===== src/rtl/aes_round_sequencer.sv =====
// aes_round_sequencer: AES-128 control FSM that owns the state register and steps it through
// the external SubBytes/ShiftRows/MixColumns/AddRoundKey stages. Stage watchdog: AES_SEQ_TIMEOUT_EN.
//
//  state  | meaning
//  IDLE   | waiting for start, outputs at reset values
//  CLR    | one-cycle clear pulse to the stage about to run
//  RUN    | selected stage enabled until its done bit is seen
//  DONE   | ciphertext held on dout, new start accepted
module aes_round_sequencer #(
  parameter int W  = 128,
  parameter int NR = 10
`ifdef AES_SEQ_TIMEOUT_EN
  ,
  parameter int TIMEOUT = 15
`endif
) (
  input  logic         clk,
  input  logic         rst,
  input  logic         start,
  input  logic [W-1:0] din,
  input  logic [W-1:0] rk,
  output logic [3:0]   rk_idx,
  output logic [W-1:0] stg_in,
  output logic         stg_clr,
  output logic [3:0]   stg_en,
  input  logic [3:0]   stg_done,
  input  logic [W-1:0] sb_out,
  input  logic [W-1:0] sr_out,
  input  logic [W-1:0] mc_out,
  input  logic [W-1:0] ark_out,
  output logic         busy,
  output logic         done,
  output logic [W-1:0] dout,
  output logic         err
);

  typedef enum logic [1:0] {S_IDLE, S_CLR, S_RUN, S_DONE} fsm_t;
  typedef enum logic [1:0] {
    STG_SB  = 2'd0,
    STG_SR  = 2'd1,
    STG_MC  = 2'd2,
    STG_ARK = 2'd3
  } stage_t;

  localparam logic [3:0] LAST_ROUND = 4'(NR);

  fsm_t         fsm;
  stage_t       cur_stage;
  stage_t       nxt_stage;
  logic [3:0]   round;
  logic [W-1:0] state_q;
  logic [W-1:0] stage_result;
  logic         stage_hit;
  logic         last_capture;
  logic         unused_rk;

  // rk is consumed by the external AddRoundKey stage; only its index is generated here.
  assign unused_rk    = ^rk;
  assign rk_idx       = round;
  assign stg_in       = state_q;
  assign dout         = state_q;
  assign stage_hit    = stg_done[cur_stage];
  assign last_capture = (cur_stage == STG_ARK) && (round == LAST_ROUND);

  // Final round has no MixColumns: ShiftRows hands straight to AddRoundKey.
  always_comb begin
    stage_result = ark_out;
    nxt_stage    = STG_SB;
    case (cur_stage)
      STG_SB: begin
        stage_result = sb_out;
        nxt_stage    = STG_SR;
      end
      STG_SR: begin
        stage_result = sr_out;
        nxt_stage    = (round == LAST_ROUND) ? STG_ARK : STG_MC;
      end
      STG_MC: begin
        stage_result = mc_out;
        nxt_stage    = STG_ARK;
      end
      default: begin
        stage_result = ark_out;
        nxt_stage    = STG_SB;
      end
    endcase
  end

`ifdef AES_SEQ_TIMEOUT_EN
  localparam logic [3:0] TMO_LOAD = 4'(TIMEOUT - 1);
  logic [3:0] tmo_cnt;
  logic       err_q;
  assign err = err_q;
`else
  assign err = 1'b0;
`endif

  always_ff @(posedge clk) begin
    if (rst) begin
      fsm       <= S_IDLE;
      cur_stage <= STG_ARK;
      round     <= '0;
      state_q   <= '0;
      stg_en    <= '0;
      stg_clr   <= 1'b0;
      busy      <= 1'b0;
      done      <= 1'b0;
`ifdef AES_SEQ_TIMEOUT_EN
      tmo_cnt   <= '0;
      err_q     <= 1'b0;
`endif
    end else begin
      case (fsm)
        S_IDLE, S_DONE: begin
          if (start) begin
            state_q   <= din;
            round     <= '0;
            cur_stage <= STG_ARK;
            busy      <= 1'b1;
            done      <= 1'b0;
            stg_clr   <= 1'b1;
            stg_en    <= '0;
            fsm       <= S_CLR;
`ifdef AES_SEQ_TIMEOUT_EN
            err_q     <= 1'b0;
`endif
          end
        end
        S_CLR: begin
          stg_clr <= 1'b0;
          stg_en  <= 4'b0001 << cur_stage;
          fsm     <= S_RUN;
`ifdef AES_SEQ_TIMEOUT_EN
          tmo_cnt <= TMO_LOAD;
`endif
        end
        S_RUN: begin
          if (stage_hit) begin
            state_q <= stage_result;
            stg_en  <= '0;
            if (last_capture) begin
              busy <= 1'b0;
              done <= 1'b1;
              fsm  <= S_DONE;
            end else begin
              if (cur_stage == STG_ARK) round <= round + 4'd1;
              cur_stage <= nxt_stage;
              stg_clr   <= 1'b1;
              fsm       <= S_CLR;
            end
          end
`ifdef AES_SEQ_TIMEOUT_EN
          // Watchdog: down-counter reaching zero means the stage used its whole budget.
          else if (tmo_cnt == '0) begin
            err_q  <= 1'b1;
            stg_en <= '0;
            busy   <= 1'b0;
            done   <= 1'b1;
            fsm    <= S_DONE;
          end else begin
            tmo_cnt <= tmo_cnt - 4'd1;
          end
`endif
        end
        default: fsm <= S_IDLE;
      endcase
    end
  end

endmodule

===== config.mk =====
export PLATFORM = sky130hd
export DESIGN_NAME = aes_round_sequencer
export DESIGN_NICKNAME = d
export VERILOG_FILES = /design/src/rtl/aes_round_sequencer.sv
export SDC_FILE = /design/constraint.sdc
export NUM_CORES = 1
export LEC_CHECK = 0
export CAP_MARGIN = 10
export CORE_AREA = 2 2 410 412
export DETAILED_ROUTE_END_ITERATION = 8
export DIE_AREA = 0 0 412 414
export PLACE_DENSITY = 0.3
export SYNTH_ARGS = -nofsm -noshare
export SYNTH_HDL_FRONTEND = slang
export SYNTH_SLANG_ARGS = --single-unit
export TNS_END_PERCENT = 30

===== constraint.sdc =====
create_clock -name clk -period 2.08 [get_ports clk]
set_clock_uncertainty 0.15 [all_clocks]
set_input_delay 0.208 -clock clk [delete_from_list [all_inputs] [get_ports clk]]
set_output_delay 0.208 -clock clk [all_outputs]
set_load 0.03 [all_outputs]

# Word level (Yosys, flattened, before mapping)
# Index checks and enable logic that the tools add are counted.
# totals
reg_bits,143
input_bits,775
word_cells,68
# op_classes
addsub,1
n_lt_le_gt_ge,1
n_eq_ne,12
shift,1
n_mux,34
n_reduce_logical,11
# op_table
op,count
$pmux 128 s3,1
$mux 128,2
$pmux 128 s2,1
$mux 4,5
$mux 2,6
$pmux 2 s3,2
$pmux 4 s3,1
$mux 1,10
$ne 2x2->1 const B,5
$eq 2x2->1 const B,4
$pmux 4 s2,1
$reduce_and 4->1,2
$reduce_and 3->1,2
$reduce_and 5->1,1
$add 4x1->4 const B,1
$eq 2x1->1 const B,2
$eq 4x4->1 const B,1
$logic_not 2->1,2
$pmux 1 s2,2
$pmux 2 s2,1
$shl 1x2->4 const A,1
$lt 2x3->1 const B,1
$pmux 1 s3,1
$bmux 1 s2,1
4 further kinds,4

# Longest topological paths before layout
# Gate-level depths: netlist of the first run.
# depth
word_depth,6
mapped_depth,10
depth_no_buf,6

# Worst setup path before layout of the first run
# Ideal clock, no wire load.
# synth_timing
path_kind,reg2reg
start,register fsm[0]
end,"register state_q[111], in the netlist dout[111]"
arrival_ns,1.820
t_required_ns,1.849
path_slack_ns,0.028
stages_incl_launch_ff,10
synth_period_minus_slack_ns,2.052
path_cell_list,dfxtp_1 inv_1 ha_1 buf_2 inv_1 buf_2 clkbuf_1 clkbuf_1 a21oi_1 a211oi_2
# synth_between
elab_chain_cells,4
word_cells_on_any_way,9
classes_between,4 x eq/ne; 1 x mux; 4 x reduce/logical
# synth_lines
element,line,source
"start, declared",47,fsm_t fsm;
"start signal, assigned",100,fsm <= S_IDLE;
"start signal, assigned",123,fsm <= S_CLR;
"start signal, assigned",132,fsm <= S_RUN;
$eq 2x2->1 or $logic_not 2->1 (tied branches),113,case (fsm)
$reduce_or 2->1,113,
$ne 2x2->1 (no source line) or $reduce_bool 2->1 (tied branches),n/a,
$reduce_and 3->1 (no source line),n/a,
"end signal, assigned",116,state_q <= din;
"end signal, assigned",139,state_q <= stage_result;
"end, declared",51,logic [W-1:0] state_q;
# Several ways; a longest one is shown, not always the timed one.
# A chain may end at the register's enable or synchronous reset.

# Worst setup path after layout of the first run
# layout_timing
start,register cur_stage[0]
end,"register state_q[51], in the netlist dout[51]"
# layout_between
elab_chain_cells,4
word_cells_on_any_way,10
classes_between,3 x eq/ne; 5 x mux; 2 x reduce/logical
# layout_lines
element,line,source
"start, declared",48,stage_t cur_stage;
"start signal, assigned",147,cur_stage <= nxt_stage;
"$eq 2x2->1, or another cell as far along",69,case (cur_stage)
$pmux 128 s3 or $mux 1 (tied branches),"69, 62",
$mux 128 or $ne 2x2->1 (tied branches),n/a,
$pmux 128 s2 or $reduce_and 3->1 (tied branches),n/a,
# Several ways; a longest one is shown, not always the timed one. The select of a mux whose other input is x is not followed.

==> metrics.txt, run 1 <==
Core Area=between 0.15 and 0.2 mm^2; status=finished with violations; area of the die=~0.17 mm^2; number of synthesized register bits=between 100 and 150; Synth Area per Inst=8.04 um^2; CTS buffer count=17; Distinct cells, synth=38; CTS root buffer=clkbuf_16; register area share after synthesis=0.256; clock-pin slew on the worst setup and hold paths=0.08 ns; critical path class=flip-flop to flip-flop; DP HPWL=just over 90 mm; Detailed Route Iter0 Violations=between 600 and 700; post-place instance area=~0.023 mm^2; Max Cap Viol=0; Post-Syn Instances=approximately 1400; Clock Sinks=around 140; Layout Area Growth over Synthesis=128%; first-pass GRT wire length=approximately 140 mm; DR vias=approximately 14000; critical path required time=~2.3 ns; failing checks=setup timing; initial antenna violation count=49; Final min period=2.29 ns; Pre-antenna DRT Iters=5; Least-Margin Pin Slew=between 0.5 and 0.6 ns; latest clock arrival within the worst-skew pair=about 0.52 ns; WP data arrival=between 2 and 3 ns; Total GRT Usage=0.124; Worst Setup SP=cur_stage[0]; Setup TNS=-15.62 ns; die height=slightly above 400 um; die width=~400 um; final std cells w/o fill=approximately 4500; RR Startpoint=cur_stage[0]; pwr/cell area=687 mW/mm^2; mapped cell area=0.0112 mm^2; Port Buf Inserts=just over 900; fin worst setup slack=-0.213 ns; CTS HTree Levels=4; fillcell total=18945; crit path launch type=flip-flop; Vias/cell=between 3 and 4; dpl cells=approximately 4400; Setup crit end=dout[51]; CP Capture Type=flip-flop; routability congestion estimate=0.798; reg2reg end=dout[51]; f_max=around 0.44 GHz; Slew Viols, Final=0; Final Setup Violations=approximately 130; Row Count=150; final wirelength=between 100 and 150 mm; antenna viol nets, final=0; share of post-route cells with drive strength above 1=0.239; largest net degree at the start of global routing=57; CTS tree=yes; RSZ-0062 raised after global routing=true; r2r setup slk=-0.21 ns; FF-to-FF path depth=7; hold_ws=0.226 ns; Syn Nets=between 2000 and 2500; number of global-route vias before repair=between 15000 and 20000; DRC Markers=0; Leak=roughly 9.7 nW; wire length per cell=24.7 um; Power, Total=17.5 mW; peak supply drop=0.000705 V; Synthesis Warnings=0; fin area=roughly 0.025 mm^2; Final Hold Viols=0; CTS Buffer Depth=2; I/O pins=between 1000 and 1500; GRT overflow=0; Starting Density=0.0673; crit share post-route=1.10; CP Max Fanout=21; HP Class=primary input to flip-flop; worst rel slew slack=0.631; nets=around 3000
kinds of logic (layout without fill, tap and decap cells):
group	count (synthesis)	count (layout)	share of synthesized area
AO/OA/AOI/OAI	666	666	0.443
buffers and inverters	283	1170	0.157
XOR/XNOR	1	1	0.000783
multiplexers	1	1	0.00201
AND/OR/NAND/NOR	287	287	0.130
flip-flops	143	143	0.256
other	1	7	0.000335
adder cells (fa/ha/maj)	10	10	0.0112
cell usage in the layout (no fill, tap or decap), drive strengths merged, types with 5 or more instances in the layout:
master         instances
a211oi               257
a21oi                265
a22oi                128
buf                  233
bufinv                 5
clkbuf                27
clkdlybuf4s50        789
clkinv                 5
dfxtp                143
diode                  6
dlygate4sd2            9
dlymetal6s2s          88
ha                    10
inv                   10
nand2                  7
nand3                  6
nor2                 132
nor2b                128
how the worst min path moves through the flow:
stage                     startpoint   endpoint  slack, ns  cells after the start
final                        din[93]   dout[93]       0.23                      3
after global placement     stg_en[2]  stg_en[2]       0.30                      2
after detailed placement   stg_en[1]  stg_en[1]       0.30                      2
after floorplan              din[93]   dout[93]       0.30                      2
after CTS                    din[96]   dout[96]       0.15                      3
after global routing         din[93]   dout[93]       0.19                      3
sequential cells by signal (all words and copies together), names as in the netlist:
register   cells
busy           1
stg_en         4
rk_idx         4
fsm            2
done           1
cur_stage      2
dout         128
stg_clr        1
where the power goes:
part	total [mW]	internal, mW	leakage [nW]	switching, mW
clock	3.68	2.14	0.309	1.54
combinational	9.78	4.43	8.19	5.36
sequential	4.03	3.29	1.19	0.744
repair_timing:
item,4_1_cts,5_1_grt
hold endpoints to repair,12,0
setup endpoints to repair,227,220
setup buffers,16,3
hold buffers,1,0
gates cloned,11,8
resized for setup,112,206
pin swaps,20,16
layout make-up:
class                           count  area, um^2  share of cell area
Sequential cell                   143        2870               0.113
Antenna cell                        6        15.0            0.000590
Multi-Input combinational cell    966        7160               0.281
Clock buffer                       20         437              0.0172
Inverter                            9        41.3             0.00162
Clock inverter                     12         210             0.00826
Timing Repair Buffer             1129       12000               0.470
Tap cell                         2204        2760               0.108
metal layers:
layer  up-vias  share of wire  GRT usage
li1       6812              -          -
met1      6860           0.44      0.156
met2       629           0.48      0.211
met3        98          0.069     0.0360
met4        32          0.010     0.0215
met5         -         0.0018          0
Yosys cell counts (all sizes together):
cell type | count | area share
inv | 9 | 0.0030
nand3 | 6 | 0.0027
o221ai | 1 | 0.00078
o41ai | 1 | 0.00078
a211oi | 257 | 0.23
a211o | 1 | 0.00078
a22oi | 128 | 0.086
clkbuf | 101 | 0.034
a21o | 3 | 0.0020
and4b | 2 | 0.0018
o211a | 3 | 0.0034
nor4b | 2 | 0.0016
nor3 | 3 | 0.0013
o2111ai | 1 | 0.00078
mux4 | 1 | 0.0020
nand4b | 1 | 0.00078
buf | 173 | 0.12
nand4 | 2 | 0.0011
a21oi | 265 | 0.12
dfxtp | 143 | 0.26
and2 | 3 | 0.0017
nor2b | 128 | 0.072
o21ai | 3 | 0.0013
nor2 | 132 | 0.044
nand2b | 1 | 0.00056
nand2 | 7 | 0.0023
o21a | 1 | 0.00067
conb | 1 | 0.00034
a2bb2oi | 1 | 0.00078
ha | 10 | 0.011
xnor2 | 1 | 0.00078
a311oi | 1 | 0.00078
critical path: stages, from the launching register on:
cell	delay (ns)
dfxtp_4	0.38
buf_12	0.12
mux4_2	0.57
o211a_4	0.29
buf_12	0.16
buf_12	0.22
nor2_1	0.11
a211oi_2	0.05
per-stage QoR:
step,utilization,setup slack (ns)
detailed placement,0.139,-0.606
finish,0.153,-0.213
floorplan,-,0.0283
global route,0.153,-0.217
CTS,0.148,-0.194
global placement,0.139,-0.571
No activity file was read; power rests on OpenSTA's default activity.
==> run 2, diff against run 1 <==
--- a/config.mk
+++ b/config.mk
@@ -5,10 +5,12 @@
 export SDC_FILE = /design/constraint.sdc
 export NUM_CORES = 1
 export LEC_CHECK = 0
+export ABC_AREA = 1
 export CAP_MARGIN = 10
-export CORE_AREA = 2 2 410 412
+export CORE_AREA = 2 2 411 413
 export DETAILED_ROUTE_END_ITERATION = 8
-export DIE_AREA = 0 0 412 414
+export DIE_AREA = 0 0 413 415
+export GPL_ROUTABILITY_DRIVEN = 0
 export PLACE_DENSITY = 0.3
 export SYNTH_ARGS = -nofsm -noshare
 export SYNTH_HDL_FRONTEND = slang
==> run 2 against run 1 <==
  * Highest routed layer unchanged
  * Cell area down 1.5%
  * Wire length rose by 7.3%
  * Largest power group unchanged
  * The flow still finishes with violations (setup timing)
  * Critical endpoint is now dout[55]
  * Synthesized area up 4.3%
==> metrics.txt, run 2 <==
share of post-route cells with drive strength above 1=0.116; I/O pins=around 1000; Final min period=approximately 2.1 ns; Area contributors post-synth=nand2_1 (26%), dfxtp_1 (25%), nor2_1 (8.8%); critical path required time=2.35 ns; register area share after synthesis=0.245; dpl cells=roughly 5000; Power, Total=approximately 22 mW; CTS HTree Levels=4; GRT overflow=0; CP Max Fanout=14; pwr/cell area=around 870 mW/mm^2; CTS buffer count=17; worst rel slew slack=0.626; Final Hold Viols=0; Vias/cell=approximately 3.2; Starting Density=0.0700; hold_ws=between 0.15 and 0.2 ns; mapped cell area=approximately 0.012 mm^2; failing checks=setup timing; Least-Margin Pin Slew=about 0.56 ns; Syn Nets=2843; antenna viol nets, final=0; Max Cap Viol=0; crit-path leading delay family=buffers and inverters; Synth top area share=0.256; Layout Area Growth over Synthesis=115%; die width=about 410 um; Synthesis Warnings=0; async set or reset register ratio after synthesis=0; Post-Syn Instances=between 2000 and 2500; slowest stage delay, CP=approximately 0.35 ns; Clk pwr share=0.155; first-pass GRT wire length=152 mm; crit path launch type=flip-flop; Buffers & Inverters on Critical Path=4; Synth Area per Inst=~5.7 um^2; hold path depth=5; peak supply drop=between 0.0007 and 0.0008 V; DP Worst Slack=-0.444 ns; Row Count=150; status=finished with violations; max FFs per register=128; commonest non-fill, non-tap cell in the layout=nand2_1; FF-to-FF path depth=11; Setup crit end=dout[55]; cell with the most instances after synthesis=nand2_1; Port Buf Inserts=approximately 900; NetSw=11.0 mW; Clock Sinks=roughly 140; CTS Buffer Depth=2; RR Startpoint=cur_stage[0]; DRC Markers=0; latest clock arrival within the worst-skew pair=roughly 0.53 ns; largest area contributor in the netlist=nand2_1; Switching Fraction=0.502; reg2reg end=dout[55]; CP max stage cell=dfxtp_2; hold-fix buffers at CTS=0; Core Util, Final=0.150; final std cells w/o fill=~5200; fin worst setup slack=-0.0622 ns; WP data arrival=~2.4 ns; CTS root buffer=clkbuf_16; final wirelength=119 mm; crit share post-route=1.03; die height=between 400 and 500 um; r2r setup slk=-0.06 ns; clock-pin slew on the worst setup and hold paths=about 0.090 ns; critical path class=flip-flop to flip-flop; HP Class=primary input to flip-flop; Core Area=around 0.17 mm^2; Comb pwr share=0.658; Total GRT Usage=0.131; commonest cells after routing, fill and taps aside=nand2_1 (781), clkdlybuf4s50_1 (748), nor2_1 (267); CTS tree=yes; post-place instance area=around 0.024 mm^2; DP HPWL=between 90 and 100 mm; CP Cell Sequence=buf_12, buf_4, ha_4, buf_12, nand2_4, nand3_1, o211ai_1, buf_4, nand2_1, nor2_1, nor2_1; Worst Setup SP=cur_stage[0]; fin area=~0.025 mm^2; Slew Viols, Final=0; ys flop type=dfxtp_1; Pre-antenna DRT Iters=5; f_max=~0.47 GHz; DR vias=roughly 17000; Leak=10.6 nW; CP Capture Type=flip-flop; WP depth=11; Detailed Route Iter0 Violations=~830; wire length per cell=between 20 and 25 um; initial antenna violation count=47; nets=~3700; Final Setup Violations=12; Setup TNS=-0.213 ns; number of global-route vias before repair=16574; number of synthesized flops with an enable pin=0; Internal Power=around 11 mW; largest net degree at the start of global routing=slightly below 60; Distinct cells, synth=22; RSZ-0062 raised after global routing=true; number of synthesized register bits=roughly 140; top cells by count, synth=nand2_1 (795), nor2_1 (274), dfxtp_1 (143); area of the die=around 0.17 mm^2; Sequential Power Share=0.188
run 2: kinds of logic (layout without fill, tap and decap cells):
group                    count (synthesis)  count (layout)  share of synthesized area
adder cells (fa/ha/maj)                 10              10                     0.0107
AND/OR/NAND/NOR                       1219            1219                      0.410
other                                    1              11                   0.000321
buffers and inverters                  414            1301                      0.189
flip-flops                             143             143                      0.245
AO/OA/AOI/OAI                          269             269                      0.143
XOR/XNOR                                 2               2                    0.00150
run 2: how the worst min path moves through the flow:
stage / start / to / slack (ns)
after global routing: din[43] / dout[43] / 0.17
after floorplan: din[0] / dout[0] / 0.27
final: din[4] / dout[4] / 0.19
after detailed placement: stg_en[2] / stg_en[2] / 0.31
after CTS: din[4] / dout[4] / 0.12
after global placement: stg_en[1] / stg_en[1] / 0.30
run 2: layer usage:
layer	part of all wire	GRT usage	vias up
met2	0.49	0.231	631
li1	-	-	8130
met3	0.068	0.0356	111
met1	0.43	0.159	7628
met4	0.013	0.0232	36
met5	0.0019	0	-
run 2: layout make-up:
cell class	instances	area (um^2)
repair buffers	1126	11400
flip-flops and latches	143	2870
clock inverters	15	149
inverters	142	559
clock buffers	17	425
diodes	10	25.0
repair inverters	1	8.76
multi-input cells	1501	6850
well taps	2204	2760
fillers	19301	142000
run 2: what timing repair did:
action	in CTS	in global routing
gates cloned	7	10
gates resized for setup	156	68
endpoints found under the setup margin	173	130
setup buffers	10	8
pin swaps	5	12
run 2: worst register-to-register path: stages, from the launching register on:
cell and delay (ns):
dfxtp_2 0.35, buf_12 0.13, buf_4 0.13, ha_4 0.21, buf_12 0.17, nand2_4 0.15
nand3_1 0.09, o211ai_1 0.25, buf_4 0.23, nand2_1 0.05, nor2_1 0.08, nor2_1 0.04
run 2: power groups by stage:
stage,Sequential [mW],Combinational (mW),Clock [mW]
after detailed placement,4.23,13.6,0
after global routing,4.20,15.5,3.68
after global placement,4.20,13.7,0
after floorplan,4.98,5.89,0
final,4.11,14.4,3.38
after CTS,4.16,14.1,3.64
==> run 3, diff against run 2 <==
--- a/config.mk
+++ b/config.mk
@@ -6,7 +6,7 @@
 export NUM_CORES = 1
 export LEC_CHECK = 0
 export ABC_AREA = 1
-export CAP_MARGIN = 10
+export CAP_MARGIN = 5
 export CORE_AREA = 2 2 411 413
 export DETAILED_ROUTE_END_ITERATION = 8
 export DIE_AREA = 0 0 413 415
==> results of run 3 <==
The final DEF is identical to that of run 2; final timing and power are the same.
